`config.mk`:
```
export PLATFORM = sky130hd
export DESIGN_NAME = rpn_stack_sequencer
export DESIGN_NICKNAME = d
export VERILOG_FILES = /design/src/rtl/rpn_pkg.sv /design/src/rtl/stack_alu_core.sv /design/src/rtl/rpn_stack_sequencer.sv
export SDC_FILE = /design/constraint.sdc
export NUM_CORES = 1
export LEC_CHECK = 0
export BUFFER_PORTS_ARGS = -buffer_cell sky130_fd_sc_hd__buf_2
export CAP_MARGIN = 20
export CORE_MARGIN = 5
export CORE_UTILIZATION = 60
export DETAILED_ROUTE_END_ITERATION = 10
export GPL_TIMING_DRIVEN = 0
export PLACE_DENSITY = 0.77
export SLEW_MARGIN = 20
export SYNTH_ARGS = -nofsm -noshare
export SYNTH_HDL_FRONTEND = slang
export SYNTH_SLANG_ARGS = --single-unit
```
`constraint.sdc`:
```
create_clock -name clk -period 8 [get_ports clk]
set_clock_uncertainty 0.2 [all_clocks]
set_input_delay 1.6 -clock clk [delete_from_list [all_inputs] [get_ports clk]]
set_output_delay 1.6 -clock clk [all_outputs]
set_load 0.05 [all_outputs]
```
`src/rtl/rpn_pkg.sv`:
```
// Shared opcodes and FSM state encoding for the RPN stack sequencer.
package rpn_pkg;

    localparam logic [2:0] OP_PUSH  = 3'b110;
    localparam logic [2:0] OP_ADD   = 3'b100;
    localparam logic [2:0] OP_MUL   = 3'b101;
    localparam logic [2:0] OP_POP   = 3'b111;
    localparam logic [2:0] OP_CLEAR = 3'b001;

    typedef enum logic [1:0] {
        IDLE = 2'd0,
        EXEC = 2'd1,
        EMIT = 2'd2
    } state_t;

endpackage

```
`src/rtl/stack_alu_core.sv`:
```
// Combinational ADD/MUL unit: N-bit two's-complement result plus signed-overflow flag.
module stack_alu_core
    import rpn_pkg::*;
#(
    parameter int N = 4
) (
    input  logic [N-1:0] a,
    input  logic [N-1:0] b,
    input  logic [2:0]   op,
    output logic [N-1:0] result,
    output logic         op_ovf
);

    logic [N-1:0]          sum;
    logic signed [2*N-1:0] prod;

    // NOTE: every output gets a default before the branch, so no path leaves a value held (no latch).
    always_comb begin
        sum    = a + b;
        prod   = (2*N)'($signed(a)) * (2*N)'($signed(b));
        result = sum;
        op_ovf = (a[N-1] == b[N-1]) && (sum[N-1] != a[N-1]);
        if (op == OP_MUL) begin
            result = prod[N-1:0];
            // The product fits only if its upper half is the sign-extension of the low half.
            op_ovf = (prod != {{N{prod[N-1]}}, prod[N-1:0]});
        end
    end

endmodule

```
`src/rtl/rpn_stack_sequencer.sv`:
```
// RPN token sequencer: owns a DEPTH-entry operand stack and runs PUSH/ADD/MUL/POP/CLEAR
// through an IDLE -> EXEC -> (EMIT) FSM with valid/ready ports on both sides.
module rpn_stack_sequencer
    import rpn_pkg::*;
#(
    parameter int N     = 4,
    parameter int DEPTH = 8,
    localparam int SPW  = $clog2(DEPTH + 1),
    localparam int IDXW = $clog2(DEPTH)
) (
    input  logic           clk,
    input  logic           rst,
    input  logic           in_valid,
    output logic           in_ready,
    input  logic [2:0]     in_opcode,
    input  logic [N-1:0]   in_data,
    output logic           out_valid,
    input  logic           out_ready,
    output logic [N-1:0]   out_data,
    output logic           out_ovf,
    output logic           err_underflow,
    output logic           err_full,
    output logic [SPW-1:0] sp
);

    state_t         state;
    logic [2:0]     op_q;
    logic [N-1:0]   data_q;
    logic [N-1:0]   stack_val [DEPTH];
    logic           stack_ovf [DEPTH];

    logic [IDXW-1:0] top_idx, next_idx;
    logic [N-1:0]    alu_result;
    logic            alu_ovf;
    logic            is_exec, is_arith;
    logic            push_ok, arith_ok, pop_ok;

    assign top_idx  = IDXW'(sp - SPW'(1));
    assign next_idx = IDXW'(sp - SPW'(2));

    assign is_exec  = (state == EXEC);
    assign is_arith = (op_q == OP_ADD) || (op_q == OP_MUL);
    assign push_ok  = is_exec && (op_q == OP_PUSH) && (sp != SPW'(DEPTH));
    assign arith_ok = is_exec && is_arith && (sp >= SPW'(2));
    assign pop_ok   = is_exec && (op_q == OP_POP) && (sp != '0);

    assign in_ready  = (state == IDLE) && !rst;
    assign out_valid = (state == EMIT);

    stack_alu_core #(.N(N)) u_alu (
        .a      (stack_val[top_idx]),
        .b      (stack_val[next_idx]),
        .op     (op_q),
        .result (alu_result),
        .op_ovf (alu_ovf)
    );

    // NOTE: the stack array is storage only; sp defines which entries are live, so it needs no reset.
    always_ff @(posedge clk) begin
        if (push_ok) begin
            stack_val[sp[IDXW-1:0]] <= data_q;
            stack_ovf[sp[IDXW-1:0]] <= 1'b0;
        end else if (arith_ok) begin
            stack_val[next_idx] <= alu_result;
            stack_ovf[next_idx] <= stack_ovf[top_idx] | stack_ovf[next_idx] | alu_ovf;
        end
    end

    // NOTE: all state here uses non-blocking assignments so every register sees pre-edge values.
    always_ff @(posedge clk) begin
        if (rst) begin
            state         <= IDLE;
            sp            <= '0;
            op_q          <= '0;
            data_q        <= '0;
            out_data      <= '0;
            out_ovf       <= 1'b0;
            err_underflow <= 1'b0;
            err_full      <= 1'b0;
        end else begin
            err_underflow <= 1'b0;
            err_full      <= 1'b0;
            case (state)
                IDLE: begin
                    if (in_valid) begin
                        op_q   <= in_opcode;
                        data_q <= in_data;
                        state  <= EXEC;
                    end
                end
                EXEC: begin
                    state <= IDLE;
                    case (op_q)
                        OP_PUSH: begin
                            if (push_ok) sp <= sp + SPW'(1);
                            else         err_full <= 1'b1;
                        end
                        OP_ADD, OP_MUL: begin
                            if (arith_ok) sp <= sp - SPW'(1);
                            else          err_underflow <= 1'b1;
                        end
                        OP_POP: begin
                            if (pop_ok) begin
                                out_data <= stack_val[top_idx];
                                out_ovf  <= stack_ovf[top_idx];
                                sp       <= sp - SPW'(1);
                                state    <= EMIT;
                            end else begin
                                err_underflow <= 1'b1;
                            end
                        end
                        OP_CLEAR: sp <= '0;
                        default: ;
                    endcase
                end
                EMIT: begin
                    if (out_ready) state <= IDLE;
                end
                default: state <= IDLE;
            endcase
        end
    end

endmodule

```
---- Word-level counts from Yosys, hierarchy flattened ----
Memories as Yosys holds them, arrays and structs flattened.
Cells that the tools add are included.
word-level totals
  output and inout port bits .............. 13
  memories kept ........................... 2
  flip-flop bits (word level) ............. 20
  input bits .............................. 11
  RAM bits ................................ 40
  word-level logic and storage cells ...... 84
memories
  memory     words  width  read ports  clocked after memory_dff  wr ports  line                       RTL
  stack_val  8      4      2           0                         1         rpn_stack_sequencer.sv:29  logic [N-1:0] stack_val [DEPTH];
  stack_ovf  8      1      2           0                         1         rpn_stack_sequencer.sv:30  logic stack_ovf [DEPTH];
cells by class
  order comparisons ....................... 1
  eq/ne operators ......................... 16
  muxes and demuxes ....................... 26
  bitwise logic cells ..................... 4
  $add $sub $neg .......................... 4
  multipliers ............................. 1
  reduce and logical (&&, ||, !) cells .... 22
operator list
  cell                 number
  $mux 4               5
  $pmux 4 s4           1
  $eq 3x3->1 const B   4
  $mux 1               12
  $logic_and 1x1->1    8
  $mul 4x4->8          1
  $mux 2               4
  $ne 2x2->1 const B   4
  $reduce_bool 4->1    2
  $mux 3               2
  $pmux 2 s3           1
  $reduce_and 5->1     1
  $add 4x1->4 const B  1
  $add 4x4->4          1
  $ge 4x2->1 const B   1
  $ne 4x4->1           1
  $ne 4x4->1 const B   1
  $reduce_and 2->1     2
  $reduce_or 2->1      2
  $reduce_or 4->1      1
  $sub 4x1->4 const B  1
  $eq 3x1->1 const B   1
  $reduce_and 3->1     1
  $reduce_or 3->1      1
  other kinds (13)     15

---- Longest topological paths before layout ----
Gate-level depths: netlist (run 1).
  depth in word-level cells ............... 9
  gate-level depth with buffers ........... 24
  mapped depth without buffers ............ 21

---- Hierarchy ----
A second synthesis (run 1) with hierarchy kept.
second synthesis, totals
  cells, all modules ...................... 320
  area, all modules ....................... 3804.9 sq um
modules (own cells, without submodules)
  module               times used  area an instance (sq um)  cells each  sequential area each (sq um)
  rpn_stack_sequencer  1           3029.2                    231         1601.5
  stack_alu_core       1           775.7                     89          0.0

---- Least setup slack after synthesis (run 1) ----
OpenSTA, ideal clock, no wires.
  kind .................................... register to register
  start point ............................. reg sp[0]
  end point ............................... mem stack_ovf[0], data pin
  arrival ................................. 6.511 ns
  cell stages (with the launch flop) ...... 25
  slack ................................... 1.052 ns
  path buffers ............................ 4
  required time ........................... 7.563 ns
  setup time .............................. 0.237 ns
  clock period less this slack ............ 6.948 ns
  cell sequence ........................... dfxtp_1 -> buf_6 -> buf_2 -> clkbuf_1 -> inv_1 -> ha_1 -> buf_1 -> mux4_2 -> mux2i_1 -> inv_1 -> nand2_1 -> fa_1 -> fa_1 -> inv_1 -> fa_1 -> ha_1 -> inv_1 -> fa_1 -> nor2b_1 -> o21ai_0 -> a21o_1 -> o2111ai_1 -> o211ai_1 -> or2_1 -> a31oi_1
on the way
  cells in the longest elaborated chain, start to end .. 8
  elaborated cells on any way between the ends .. 22
  classes of those cells .................. 3 x add/sub; 1 x mul; 1 x order compare; 4 x eq/ne; 5 x mux; 2 x bitwise; 4 x reduce/logical; 2 x memory
RTL lines
  item                                                 line                        RTL
  start: declaration                                   rpn_stack_sequencer.sv:23   output logic [SPW-1:0] sp
  start signal: assignment                             rpn_stack_sequencer.sv:95   if (push_ok) sp <= sp + SPW'(1);
  start signal: assignment                             rpn_stack_sequencer.sv:99   if (arith_ok) sp <= sp - SPW'(1);
  start signal: assignment                             rpn_stack_sequencer.sv:106  sp <= sp - SPW'(1);
  $sub 4x1->4 *                                        -
  $mem_v2 8x4 *                                        -
  net u_alu.a[2]                                       stack_alu_core.sv:7         input logic [N-1:0] a,
  branches (longest 3 deep; another with $mul 4x4->8)  -
  $mux 1 *                                             stack_alu_core.sv:23        if (op == OP_MUL) begin
  $or 1x1->1 *                                         rpn_stack_sequencer.sv:65   stack_ovf[next_idx] <= stack_ovf[top_idx] | stack_ovf[next_idx] | alu_ovf;
  $mux 1 (no line) *                                   -
  end: declaration                                     rpn_stack_sequencer.sv:30
Mark *: on every way through the listed nets, which the timed path passes.

---- Final worst setup path (run 1) ----
Ends and elaborated chain as after synthesis.

==> summary.txt, run 1 <==
Worst hold path
  • Min-Delay Endpoint: out_data[0]$_SDFFE_PP0P_
  • Hold path depth: 2
  • Worst Hold Class: reg -> reg
  • Hold path start: out_data[0]$_SDFFE_PP0P_

Detailed routing
  • Total Wirelength: 8.43 mm
  • Via density: 6.12
  • Iteration-0 DRC Markers: 235
  • Drt first pass iters: 5
  • Routed len/inst: 19.1 um
  • Routed vias: 2706
  • # DRC: 0
  • ANT nets after route: 0

Synth
  • Syn Inst Count: 327
  • Synth top area cells: edfxtp_1 (32%), dfxtp_1 (11%), mux4_2 (10%), ha_1 (7.2%), fa_1 (5.3%)
  • Post-synthesis sequential area ratio: between 40% and 50%
  • Xor/xnor share of the synthesized area: 2.33%
  • Asr flop ratio synth: 0%
  • Yosys reg bits: 60
  • Synthesis warning total: 0
  • Synth Cell Area: approximately 3800 sq um
  • Post-Syn Nets: 370
  • Area share of the largest cell type after synthesis: 31.5%
  • Post-synthesis mux area share: 18.0%
  • Avg Inst Size Synth: 11.6 sq um
  • EDFF count, synth: 40
  • Synth Area in Adders: 12.5%
  • Yosys top cell by area: edfxtp_1
  • Dominant synthesized flop cell: edfxtp_1
  • Post-synthesis compound-gate area fraction: 9.66%
  • Most common cell in the netlist: edfxtp_1
  • Largest family of logic cells by synthesized area: multiplexers
  • Synth top cells by count: edfxtp_1 (40), inv_1 (30), nor2_1 (30), nand2_1 (26), ha_1 (22)
  • Simple-gate area share of the yosys netlist: 10.6%
  • Distinct cells, synth: 57

Clock network
  • Number of buffers created by CTS: 9
  • Clock tree root driver cell: clkbuf_8
  • Clock Latency Late Sink: 0.35 ns
  • Worst-path clk slew: 0.07 ns
  • H-tree levels: 3
  • CTS sink cnt: 60
  • Clock buffer depth: 2
  • Post-CTS Setup Bufs: 0
  • TritonCTS clock tree: built

Critical path
  • Reg-to-reg slack, setup: 0.57 ns
  • Worst Path Arrival: 7.34 ns
  • FF-to-FF path depth: 23
  • Worst Path Max Fanout: 13
  • Setup CP Type: reg -> reg
  • Worst EP required: about 7.9 ns
  • Reg2reg end: stack_ovf[0]$_DFFE_PP_
  • RR Startpoint: sp[0]$_SDFFE_PP0P_
  • Critical Path Sink Type: flop
  • Element type at the critical path start: flop

STA
  • Setup-failing EPs final: 0
  • Crit path time final: between 7 and 8 ns
  • Slew @ Worst Pin: 0.795 ns
  • Max Freq: 135 MHz
  • Slew headroom: 46.9%
  • RSZ-0062 raised after global routing: no
  • Setup TNS Final: 0 ns
  • Final hold vios: 0
  • Final period util: 92.8%
  • Slew Limit Fails: 0

Final layout
  • Util after Layout: 67.2%
  • Diode count: 0
  • Final Net Count: between 400 and 500
  • Share of cells above drive strength 1: 19.5%
  • Post-Layout Cell Count: ~440
  • Fin area: 4220 sq um
  • Area growth from synthesis to layout: 10.8%

Status
  • Status: complete, no violations

Pwr
  • Power density over the cells: 177 nW/um^2
  • Peak VDD IR: 0.178 mV
  • Leak: 1.63 nW

Global routing
  • Initial antenna violation count: 0
  • First-pass GRT wire length: 13.1 mm
  • Vias in the first global route: 2583
  • Largest net degree at the start of global routing: 14
  • Total gr overflow: 0
  • Gr usage total: 22.5%

Floorplanning
  • DIE AREA: 8040 sq um
  • Die X: 89.7 um
  • Initial Utilization: between 60 and 70%
  • Core Area: 6280 sq um
  • Die H: 89.7 um
  • Io pins: 24
  • Rows: 29

Placed design
  • Final Wtd Congestion: 0.856
  • Placed insts: 427
  • Port buffer count: 23
  • DPL Wire Length: 6.14 mm
  • Placed cell areas: 4020 sq um

Job
  • Max cap viols: 0
-- flip-flops by register name (all words and copies together), names as in the netlist --
signal         cells
op_q               3
state              2
out_data           4
err_full           1
sp                 4
err_underflow      1
out_ovf            1
stack_ovf          8
data_q             4
stack_val         32
-- worst max path at each step --
stage	startpoint	endpoint	slack (ns)	depth (start not counted)
5_1_grt	sp[0]$_SDFFE_PP0P_	stack_ovf[0]$_DFFE_PP_	0.07	23
6_report	sp[0]$_SDFFE_PP0P_	stack_ovf[0]$_DFFE_PP_	0.57	23
3_3_place_gp	sp[0]$_SDFFE_PP0P_	stack_ovf[0]$_DFFE_PP_	0.28	24
3_5_place_dp	sp[0]$_SDFFE_PP0P_	stack_ovf[0]$_DFFE_PP_	0.03	24
4_1_cts	sp[0]$_SDFFE_PP0P_	stack_ovf[4]$_DFFE_PP_	0.21	23
2_1_floorplan	sp[0]$_SDFFE_PP0P_	stack_ovf[0]$_DFFE_PP_	1.05	24
-- critical path: stages, from the launching register on --
cell	delay [ns]
dfxtp_1	0.43
buf_6	0.21
buf_2	0.33
clkbuf_1	0.43
inv_1	0.22
ha_2	0.59
mux4_2	0.57
mux2i_2	0.36
inv_1	0.12
nand2_1	0.10
fa_1	0.43
fa_1	0.52
inv_1	0.05
fa_1	0.51
ha_1	0.16
inv_1	0.06
fa_1	0.40
nor2b_1	0.13
o21ai_0	0.13
a21o_1	0.24
a22o_1	0.18
o211ai_1	0.25
nand2_1	0.14
a31oi_2	0.40
-- cells by family after synthesis --
family                     count (synthesis)
and+or+nand+nor                           87
buffers and inverters                     46
AOI/OAI and AO/OA                         54
DFF                                       60
xor gates and xnor gates                   8
muxes                                     40
adders and majority gates                 32
-- power breakdown --
group	internal [mW]	switching, mW
sequential	0.333	0.00216
combinational	0.0596	0.0827
clock	0.144	0.127
total	0.536	0.211
-- stage by stage --
stage | hold slack, ns | worst slack [ns] | total power, mW
floorplan | 0.260 | 1.05 | 0.448
global placement | 0.277 | 0.284 | 0.475
detailed placement | 0.291 | 0.0279 | 0.480
CTS | 0.300 | 0.210 | 0.746
global route | 0.321 | 0.0690 | 0.783
finish | 0.297 | 0.572 | 0.747
-- cell usage in the layout (no fill, tap or decap), types with 2 or more instances in the layout --
cell type	synthesis	final
a211oi_1	5	5
a21o_1	5	5
a21oi_1	15	15
a221oi_1	2	2
a311oi_1	2	2
and2_1	6	6
and3_1	2	2
buf_1	3	2
buf_2	2	25
clkbuf_1	9	10
clkbuf_8	0	9
clkinv_2	0	2
clkinvlp_4	0	2
dfxtp_1	20	20
edfxtp_1	40	40
fa_1	10	10
ha_1	22	21
inv_1	30	30
mux2_2	2	2
mux2i_1	15	14
mux2i_2	1	2
mux4_1	3	3
mux4_2	17	17
nand2_1	26	26
nand3_1	2	2
nor2_1	30	30
nor2b_1	6	6
nor3_1	4	4
o21ai_0	8	8
o22ai_1	3	3
or2_1	2	2
xnor2_1	5	5
xor2_1	2	2
-- per-layer routing --
layer / wire length (um) / vias up / GRT usage, %
met2: 4220 / 97 / 38.4
met3: 494 / 18 / 5.47
met1: 3590 / 1328 / 28.2
met5: 0 / - / 0
met4: 124 / 0 / 6.90
li1: - / 1263 / -
-- area by class of cell --
class / instances / area, sq um
fill: 487 / 2060
multi-input combinational: 221 / 2040
sequential: 60 / 1600
clock buffer: 10 / 128
inverter: 31 / 116
timing repair buffer: 23 / 115
tap: 77 / 96.3
clock inverter: 6 / 63.8
buffer: 14 / 62.6
-- timing repair --
| action | in CTS | in global routing |
|---|---|---|
| setup endpoints to repair | 8 | 8 |
| hold buffers | 0 | 0 |
| resized for setup | 0 | 3 |
| endpoints found under the hold margin | 0 | 0 |
| gates cloned | 0 | 0 |
No activity file was read; power rests on OpenSTA's default activity.
==> run 2, diff against run 1 <==
- RECOVER_POWER: default -> 50
==> run 2 against run 1 <==
Compared with the run above: the flow now finishes with violations (max-capacitance violations, max-slew violations); setup slack got worse by 0.014 ns; fmax decreased by 0.19%; hold slack improved by 0.0026 ns; sequential cell count unchanged; non-clock buffer count unchanged; sequential power about the same; power decreased by 0.21%; clock-buffer cell count unchanged; via count decreased by 1.7%; sequential share of layout area increased by 0.20 points; highest routed layer unchanged.
==> summary.txt, run 2 (synthesis results as in run 1) <==
Global routing
  • Vias in the first global route: 2583 (unchanged)
  • Gr usage total: 22.5% (unchanged)
  • Total gr overflow: 0 (unchanged)
  • First-pass GRT wire length: 13.1 mm (unchanged)
  • Initial antenna violation count: 0 (unchanged)
  • Largest net degree at the start of global routing: 14 (unchanged)

Final layout
  • Fillers: 500 (was 487)
  • FF/Latch Area: 1600 sq um (unchanged)
  • Reg with most FFs: stack_val (unchanged)
  • Max reg flops: 32 (unchanged)
  • Share of cells above drive strength 1: 15.3% (was 19.5%)
  • Area occupied by multi-input gates: 2030 sq um (was 2040 sq um)
  • Top flop regs: stack_val x32, stack_ovf x8 (unchanged)
  • Final Net Count: 403 (unchanged)
  • Most frequent cells in the layout: edfxtp_1 (40), inv_1 (30), nor2_1 (30), nand2_1 (26), clkbuf_1 (24) (was edfxtp_1 (40), inv_1 (30), nor2_1 (30), nand2_1 (26), buf_2 (25))
  • Area growth from synthesis to layout: 10.2% (was 10.8%)
  • Most common cell after layout, fill and taps aside: edfxtp_1 (unchanged)
  • Post-Layout Cell Count: 442 (unchanged)
  • Diode count: 0 (unchanged)

Clock network
  • Clock buffer depth: 2 (unchanged)
  • Number of buffers created by CTS: 9 (unchanged)
  • TritonCTS clock tree: built (unchanged)
  • H-tree levels: 3 (unchanged)
  • Clock tree root driver cell: clkbuf_8 (unchanged)
  • Worst-path clk slew: 0.07 ns (about the same)
  • CTS sink cnt: 60 (unchanged)
  • Hold_buf cts: 0 (unchanged)
  • Clock Latency Late Sink: 0.35 ns (about the same)
  • Post-CTS Setup Bufs: 0 (unchanged)

STA
  • Slew headroom: -23.1% (was 46.9%)
  • Final hold vios: 0 (unchanged)
  • Slew Limit Fails: 7 (was 0)
  • Max Freq: 134 MHz (was 135 MHz)
  • Crit path time final: 7.44 ns (was 7.43 ns)
  • Setup TNS Final: 0 ns (unchanged)
  • Slew @ Worst Pin: 1.80 ns (was 0.795 ns)
  • Setup-failing EPs final: 0 (unchanged)
  • Final period util: 93.0% (was 92.8%)
  • RSZ-0062 raised after global routing: no (unchanged)

Detailed routing
  • # DRC: 0 (unchanged)
  • Routed vias: 2660 (was 2706)
  • Iteration-0 DRC Markers: 180 (was 235)
  • Routed len/inst: 18.9 um (was 19.1 um)
  • ANT nets after route: 0 (unchanged)
  • Drt first pass iters: 5 (unchanged)
  • Total Wirelength: 8.38 mm (was 8.43 mm)
  • Via density: 6.02 (was 6.12)

Critical path
  • Setup CP Type: reg -> reg (unchanged)
  • Reg-to-reg slack, setup: 0.56 ns (was 0.57 ns)
  • Element type at the critical path start: flop (unchanged)
  • CP cell instances: buf_6 -> buf_2 -> clkbuf_1 -> inv_1 -> ha_2 -> mux4_2 -> mux2i_2 -> inv_1 -> nand2_1 -> fa_1 -> fa_1 -> inv_1 -> fa_1 -> ha_1 -> inv_1 -> fa_1 -> nor2b_1 -> o21ai_0 -> a21o_1 -> a22o_1 -> o211ai_1 -> nand2_1 -> a31oi_2 (unchanged)
  • CP max stage delay: 0.59 ns (about the same)
  • Worst Path Max Fanout: 13 (unchanged)
  • Slowest stage cell on the critical path: ha_2 (unchanged)
  • Critical Path Sink Type: flop (unchanged)
  • Worst EP required: 7.92 ns (about the same)
  • Worst Path Arrival: 7.36 ns (was 7.34 ns)

Pwr
  • Leak: 1.58 nW (was 1.63 nW)
  • Power density over the cells: 178 nW/um^2 (was 177 nW/um^2)
  • Total Power: 0.746 mW (was 0.747 mW)
  • Peak VDD IR: 0.177 mV (was 0.178 mV)

Placed design
  • Final Wtd Congestion: 0.856 (unchanged)
  • Placed insts: 427 (unchanged)
  • DPL Wire Length: 6.14 mm (unchanged)
  • Port buffer count: 23 (unchanged)

Floorplanning
  • Io pins: 24 (unchanged)
  • DIE AREA: 8040 sq um (unchanged)
  • Initial Utilization: 60.7% (unchanged)
  • Core Area: 6280 sq um (unchanged)
  • Die X: 89.7 um (unchanged)
  • Die H: 89.7 um (unchanged)
  • Rows: 29 (unchanged)

Worst hold path
  • Worst Hold Class: reg -> reg (unchanged)

Status
  • Status: finished, violations left (was complete, no violations)
  • Violated checks: max-capacitance violations, max-slew violations

Job
  • Max cap viols: 1 (was 0)
==> run 2: cell count changes in the layout (fill, tap and decap cells not counted) <==
cell,before,now
and2_0,0,2
buf_1,2,1
mux2_1,0,1
and2_1,6,4
clkbuf_1,10,24
mux2_2,2,1
a2111oi_2,1,0
buf_2,25,12
a2111oi_0,0,1
==> run 2: worst paths after layout <==
| path | from | cells past startpoint | end |
|---|---|---|---|
| setup / recovery | sp[0]$_SDFFE_PP0P_ | 23 | stack_ovf[0]$_DFFE_PP_ |
| hold / removal | out_data[0]$_SDFFE_PP0P_ | 2 | out_data[0]$_SDFFE_PP0P_ |
| setup reg to reg | sp[0]$_SDFFE_PP0P_ | 23 | stack_ovf[0]$_DFFE_PP_ |
| hold reg to reg | out_data[0]$_SDFFE_PP0P_ | 2 | out_data[0]$_SDFFE_PP0P_ |
==> run 2: through the flow <==
stage | hold slack (ns) | setup WS, ns | cell area [sq um] | util (%)
floorplan | 0.260 | 1.05 | 3810 | -
global placement | 0.277 | 0.284 | 4020 | 64.0
detailed placement | 0.291 | 0.0279 | 4020 | 64.0
CTS | 0.300 | 0.210 | 4210 | 67.0
global route | 0.324 | 0.0541 | 4200 | 66.9
finish | 0.299 | 0.558 | 4200 | 66.9
==> run 2: metal layers <==
metal | vias up | GRT usage [%] | routed length (um)
met5 | - | 0 | 0
met2 | 78 | 38.4 | 4190
met4 | 0 | 6.90 | 118
met1 | 1304 | 28.2 | 3580
met3 | 17 | 5.47 | 482
li1 | 1261 | - | -
==> run 2: worst max-delay path: cells and delay by family, from the launching register on <==
| family | cells | cell delay (ns) |
|---|---|---|
| compound gates | 5 | 1.20 |
| fa+ha+maj | 6 | 2.61 |
| buf+inv | 7 | 1.41 |
| flops | 1 | 0.44 |
| mux | 2 | 0.93 |
| simple gates | 3 | 0.37 |
==> run 2: layout make-up <==
type	count	area share, %
inverters	31	2.77
clock inverters	6	1.52
multi-input cells	221	48.4
repair buffers	23	2.36
well taps	77	2.30
flip-flops and latches	60	38.2
clock buffers	10	3.04
plain buffers	14	1.49
==> run 2: report_power, final <==
group	leakage, nW	switching (mW)	internal (mW)
Sequential	0.513	0.00208	0.333
Clock	0.0927	0.126	0.144
Combinational	0.969	0.0820	0.0591
Total	1.58	0.210	0.536
==> run 2: timing repair <==
item,in CTS,in global routing
setup endpoints to repair,8,8
pin swaps,0,0
gates resized for setup,0,3
